==> src/rtl/add_multicycle.sv <==
// Multi-cycle adder/subtractor: processes CHUNK bits per clock through a registered
// carry, with a start/busy/done handshake and registered sum/carry/overflow outputs.
module add_multicycle #(
  parameter int WIDTH = 32,
  parameter int CHUNK = 8
) (
  input  logic             clk,
  input  logic             reset,
  input  logic             start,
  input  logic             sub,
  input  logic [WIDTH-1:0] a,
  input  logic [WIDTH-1:0] b,
  output logic [WIDTH-1:0] sum,
  output logic             carry_out,
  output logic             overflow,
  output logic             busy,
  output logic             done
);

  localparam int N  = WIDTH / CHUNK;
  localparam int IW = (N > 1) ? $clog2(N) : 1;

  typedef enum logic {IDLE, RUN} state_t;

  state_t           state_q;
  logic [WIDTH-1:0] op_a_q, op_b_q, work_q, work_d, sum_q;
  logic             carry_q, cout_q, ovf_q, busy_q, done_q;
  logic [IW-1:0]    idx_q;

  int               slice_base;
  logic [CHUNK-1:0] slice_a, slice_b, slice_s;
  logic             slice_c, last_slice;

  // One CHUNK-wide adder shared by every slice; work_d is the result image with
  // the current slice merged in, so the final slice can go straight to sum_q.
  always_comb begin
    slice_base = CHUNK * int'(idx_q);
    slice_a    = op_a_q[slice_base +: CHUNK];
    slice_b    = op_b_q[slice_base +: CHUNK];
    {slice_c, slice_s} = {1'b0, slice_a} + {1'b0, slice_b} + {{CHUNK{1'b0}}, carry_q};
    work_d     = work_q;
    work_d[slice_base +: CHUNK] = slice_s;
    last_slice = (idx_q == IW'(N - 1));
  end

  // NOTE: every register in this block uses <=, so all reads within the same
  // edge see pre-edge values; the working registers are reset too, because an
  // aborted operation must leave no stale slices behind.
  always_ff @(posedge clk or posedge reset) begin
    if (reset) begin
      state_q <= IDLE;
      op_a_q  <= '0;
      op_b_q  <= '0;
      work_q  <= '0;
      carry_q <= 1'b0;
      idx_q   <= '0;
      sum_q   <= '0;
      cout_q  <= 1'b0;
      ovf_q   <= 1'b0;
      busy_q  <= 1'b0;
      done_q  <= 1'b0;
    end else begin
      done_q <= 1'b0;
      case (state_q)
        IDLE: begin
          if (start) begin
            op_a_q  <= a;
            op_b_q  <= sub ? ~b : b;
            carry_q <= sub;
            idx_q   <= '0;
            busy_q  <= 1'b1;
            state_q <= RUN;
          end
        end
        RUN: begin
          work_q  <= work_d;
          carry_q <= slice_c;
          idx_q   <= idx_q + IW'(1);
          if (last_slice) begin
            sum_q   <= work_d;
            cout_q  <= slice_c;
            // Signed overflow: operands agree in sign but the result does not.
            ovf_q   <= (op_a_q[WIDTH-1] == op_b_q[WIDTH-1]) &&
                       (slice_s[CHUNK-1] != op_a_q[WIDTH-1]);
            done_q  <= 1'b1;
            busy_q  <= 1'b0;
            idx_q   <= '0;
            state_q <= IDLE;
          end
        end
        default: state_q <= IDLE;
      endcase
    end
  end

  assign sum       = sum_q;
  assign carry_out = cout_q;
  assign overflow  = ovf_q;
  assign busy      = busy_q;
  assign done      = done_q;

endmodule

==> config.mk <==
export PLATFORM = sky130hd
export DESIGN_NAME = add_multicycle
export DESIGN_NICKNAME = d
export VERILOG_FILES = /design/src/rtl/add_multicycle.sv
export SDC_FILE = /design/constraint.sdc
export NUM_CORES = 1
export LEC_CHECK = 0
export CAP_MARGIN = 20
export CORE_MARGIN = 10
export CORE_UTILIZATION = 45
export CTS_CLUSTER_SIZE = 20
export DETAILED_ROUTE_END_ITERATION = 6
export MAX_ROUTING_LAYER = met4
export PLACE_DENSITY = 0.74
export SLEW_MARGIN = 10
export SYNTH_ARGS = -nofsm -noshare
export SYNTH_HDL_FRONTEND = slang
export SYNTH_SLANG_ARGS = --single-unit
==> constraint.sdc <==
create_clock -name clk -period 4.3 [get_ports clk]
set_clock_uncertainty 0.1 [all_clocks]
set_input_delay 0.43 -clock clk [delete_from_list [all_inputs] [get_ports clk]]
set_output_delay 0.43 -clock clk [all_outputs]
set_load 0.01 [all_outputs]
==> flow_metrics.env <==
export IMPL_status="complete, no violations"
export IMPL_chipWidth_um=139
export IMPL_drt_initial_drc_count=273
export IMPL_placedCellCount=805
export IMPL_num_rows=43
export IMPL_max_stage_delay_ns=0.67
export IMPL_grt_pass1_vias=4796
export IMPL_synth_seq_area_share_pct=53.6
export IMPL_overflow=0
export IMPL_cts_inserted_buffers=17
export IMPL_worstPathArrival_ns=4.07
export IMPL_rsz0062_at_grt="no"
export IMPL_antenna_found_initial=0
export IMPL_areaGrowthSynthToFinish_pct=28.7
export IMPL_synth_common_cells="dfrtp_1, nand2_1, o21ai_0"
export IMPL_clockPowerShare_pct=19.8
export IMPL_num_nets_final=728
export IMPL_synth_nets=630
export IMPL_yosys_top_cells_area="dfrtp_1, mux2_2, mux4_2, xnor2_1, o21ai_0"
export IMPL_vias=4607
export IMPL_use_met3_pct=4.69
export IMPL_drtAntennaViolNets=0
export IMPL_wl_per_cell_um=18.3
export IMPL_routed_wirelength_um=15400
export IMPL_power_frac_comb_pct=50.7
export IMPL_synth_seq_cells=136
export IMPL_yosysMostFrequentCell="dfrtp_1"
export IMPL_power_mw=7.57
export IMPL_layout_drive_gt1_share_pct=14.9
export IMPL_dr_pass1_iters=4
export IMPL_crit_path_max_fanout=11
export IMPL_post_cts_resized=0
export IMPL_ys_flop_type="dfrtp_1"
export IMPL_layout_cells_non_filler=838
export IMPL_grt_start_max_net_pins=99
export IMPL_clk_latency_ns=0.43
export IMPL_boundaryPins=104
export IMPL_fin_crit_sh_pct=88.5
export IMPL_max_slew_margin_pct=32.0
export IMPL_power_frac_seq_pct=29.5
export IMPL_leakage_nw=3.50
export IMPL_n_fill_cell=1074
export IMPL_cts_root_buf="clkbuf_16"
export IMPL_diodes=0
export IMPL_criticalPathCategory="register to register"
export IMPL_cts_max_level=4
export IMPL_switching_share_pct=42.0
export IMPL_yosys_area_top_type="dfrtp_1"
export IMPL_setup_tns_ns=0
export IMPL_worst_setup_path_end_kind="register"
export IMPL_synth_distinct_cells=46
export IMPL_yosys_area_top_type_share_pct=53.6
export IMPL_avgSynthCellArea_um2=11.6
export IMPL_grt_busiest_layer="met2"
export IMPL_powerDensity_nw_per_um2=927
export IMPL_gp_congestion=0.903
export IMPL_peakVddDrop_mv=0.535
export IMPL_drv_cap=0
export IMPL_post_cts_buffers=0
export IMPL_cts_buffer_depth=2
export IMPL_crit_chain="mux4_2 -> fa_1 -> fa_1 -> a21oi_1 -> o21ai_0 -> a21oi_1 -> a221oi_1 -> nor2_1"
export IMPL_drcViolationCount=0
export IMPL_cts_sinks=136
export IMPL_syn_inst=547
export IMPL_die_h_um=139
export IMPL_cpMaxStageDelayCell="a21oi_1"
export IMPL_clk_pin_slew_ns=0.06
export IMPL_grt_pass1_wl_um=24800
export IMPL_use_met2_pct=25.2
export IMPL_finalCriticalPeriod_ns=3.81
export IMPL_crit_path_start_kind="register"
export IMPL_cts_tree="built"
export IMPL_cp_required_ns=4.56
export IMPL_grt_usage_pct=16.4
export IMPL_worst_pin_slew_ns=1.01
export IMPL_yosysWarnings=0
export IMPL_dp_hpwl_um=10900
export IMPL_io_buffers=103
export IMPL_ctsHoldBuffers=0
export IMPL_intPower_mw=4.39
export IMPL_finalSetupViolations=0
export IMPL_hold_violations=0
export IMPL_initial_utilization_pct=45.9
export IMPL_ys_async_sr_fraction_pct=100
export IMPL_avgViaCountPerCell=5.50
export IMPL_met1_usage_pct=19.6
export IMPL_switchingPower_mw=3.18
export IMPL_synth_edf_count=0
export IMPL_fin_util_pct=59.1
export IMPL_drv_slew=0
export IMPL_syn_cell_area_um2=6350
export IMPL_core_um2=13800
export IMPL_hold_path_class="register to register"
export IMPL_die_area_um2=19300
export IMPL_fmax_mhz=263
kinds of logic (layout without fill, tap and decap cells):
family / after synthesis / after routing / share of synthesized area, %
AND/OR/NAND/NOR: 141 / 141 / 9.84
flip-flops: 136 / 136 / 53.6
AO/OA/AOI/OAI: 128 / 128 / 13.8
multiplexers: 49 / 49 / 11.6
buffers and inverters: 41 / 152 / 2.70
XOR/XNOR: 37 / 37 / 5.22
adder cells (fa/ha/maj): 15 / 15 / 3.19
sequential cells by signal, summed over array words and instances, names as in the netlist:
| register | flops |
|---|---|
| done | 1 |
| op_a_q | 32 |
| sum | 32 |
| op_b_q | 32 |
| carry_q | 1 |
| carry_out | 1 |
| state_q | 1 |
| idx_q | 2 |
| busy | 1 |
| work_q | 32 |
| overflow | 1 |
routing by layer:
layer | routed length [um] | up-vias | part of all wire, %
met5 | 0 | - | 0
met4 | 348 | 0 | 2.3
met3 | 989 | 28 | 6.4
met2 | 7410 | 186 | 48
met1 | 6620 | 2236 | 43
li1 | - | 2157 | -
stage by stage:
| step | hold WS, ns | setup WS (ns) | cell area [um2] |
|---|---|---|---|
| 2_1_floorplan | 0.342 | 0.131 | 6350 |
| 3_5_place_dp | 0.362 | 0.526 | 7530 |
| 4_1_cts | 0.374 | 0.504 | 8140 |
| 6_report | 0.375 | 0.494 | 8170 |
| 5_1_grt | 0.395 | 0.307 | 8170 |
| 3_3_place_gp | 0.354 | 0.741 | 7530 |
cell type report:
class	count	area, um2	share of cell area (%)
inverters	11	43.8	0.536
well taps	180	225	2.76
clock buffers	21	470	5.76
repair buffers	109	1100	13.5
flip-flops and latches	136	3400	41.7
multi-input cells	370	2780	34.0
clock inverters	11	144	1.76
placed cells by master (no fill, tap or decap), types with 2 or more instances in the layout:
master           count
ha_1                13
and3_1               6
clkdlybuf4s50_1    102
clkinv_1             3
xor2_1               2
a21oi_1             13
clkbuf_16           17
bufinv_16            3
clkinv_4             2
and2_1               2
buf_4                4
nor3_2               2
a21o_1               2
o21ai_0             55
mux4_2              16
nor2_1              54
fa_1                 2
clkinv_2             4
clkbuf_8             3
xnor2_1             34
mux2_2              32
o31ai_1              2
a32oi_1              4
dfrtp_1            136
a221oi_1            24
nand2_1             66
a22o_1              20
inv_1                7
worst paths after layout:
check                      depth (start not counted)  startpoint  slack (ns)    endpoint
setup / recovery                                   8    idx_q[0]        0.49     sum[28]
hold / removal                                     2  work_q[14]        0.37  work_q[14]
setup reg to reg                                   8    idx_q[0]        0.49     sum[28]
hold reg to reg                                    2  work_q[14]        0.37  work_q[14]
max in group asynchronous                          3       reset        2.83     sum[19]
min in group asynchronous                          2       reset        0.46   carry_out
power groups by stage:
stage               Combinational [mW]  Sequential [mW]  Clock, mW
global route                      4.20             2.30       1.57
CTS                               3.84             2.23       1.52
global placement                  3.69             2.22          0
finish                            3.84             2.23       1.50
detailed placement                3.81             2.24          0
floorplan                         2.48             2.17          0
critical path, delay by kind of cell, from the launching register on:
| family | cells | cell delay [ns] |
|---|---|---|
| fa+ha+maj | 2 | 0.94 |
| simple gates | 1 | 0.15 |
| compound gates | 4 | 1.33 |
| mux | 1 | 0.58 |
| flops | 1 | 0.63 |
Note: power is estimated with default switching activity, not from simulation.
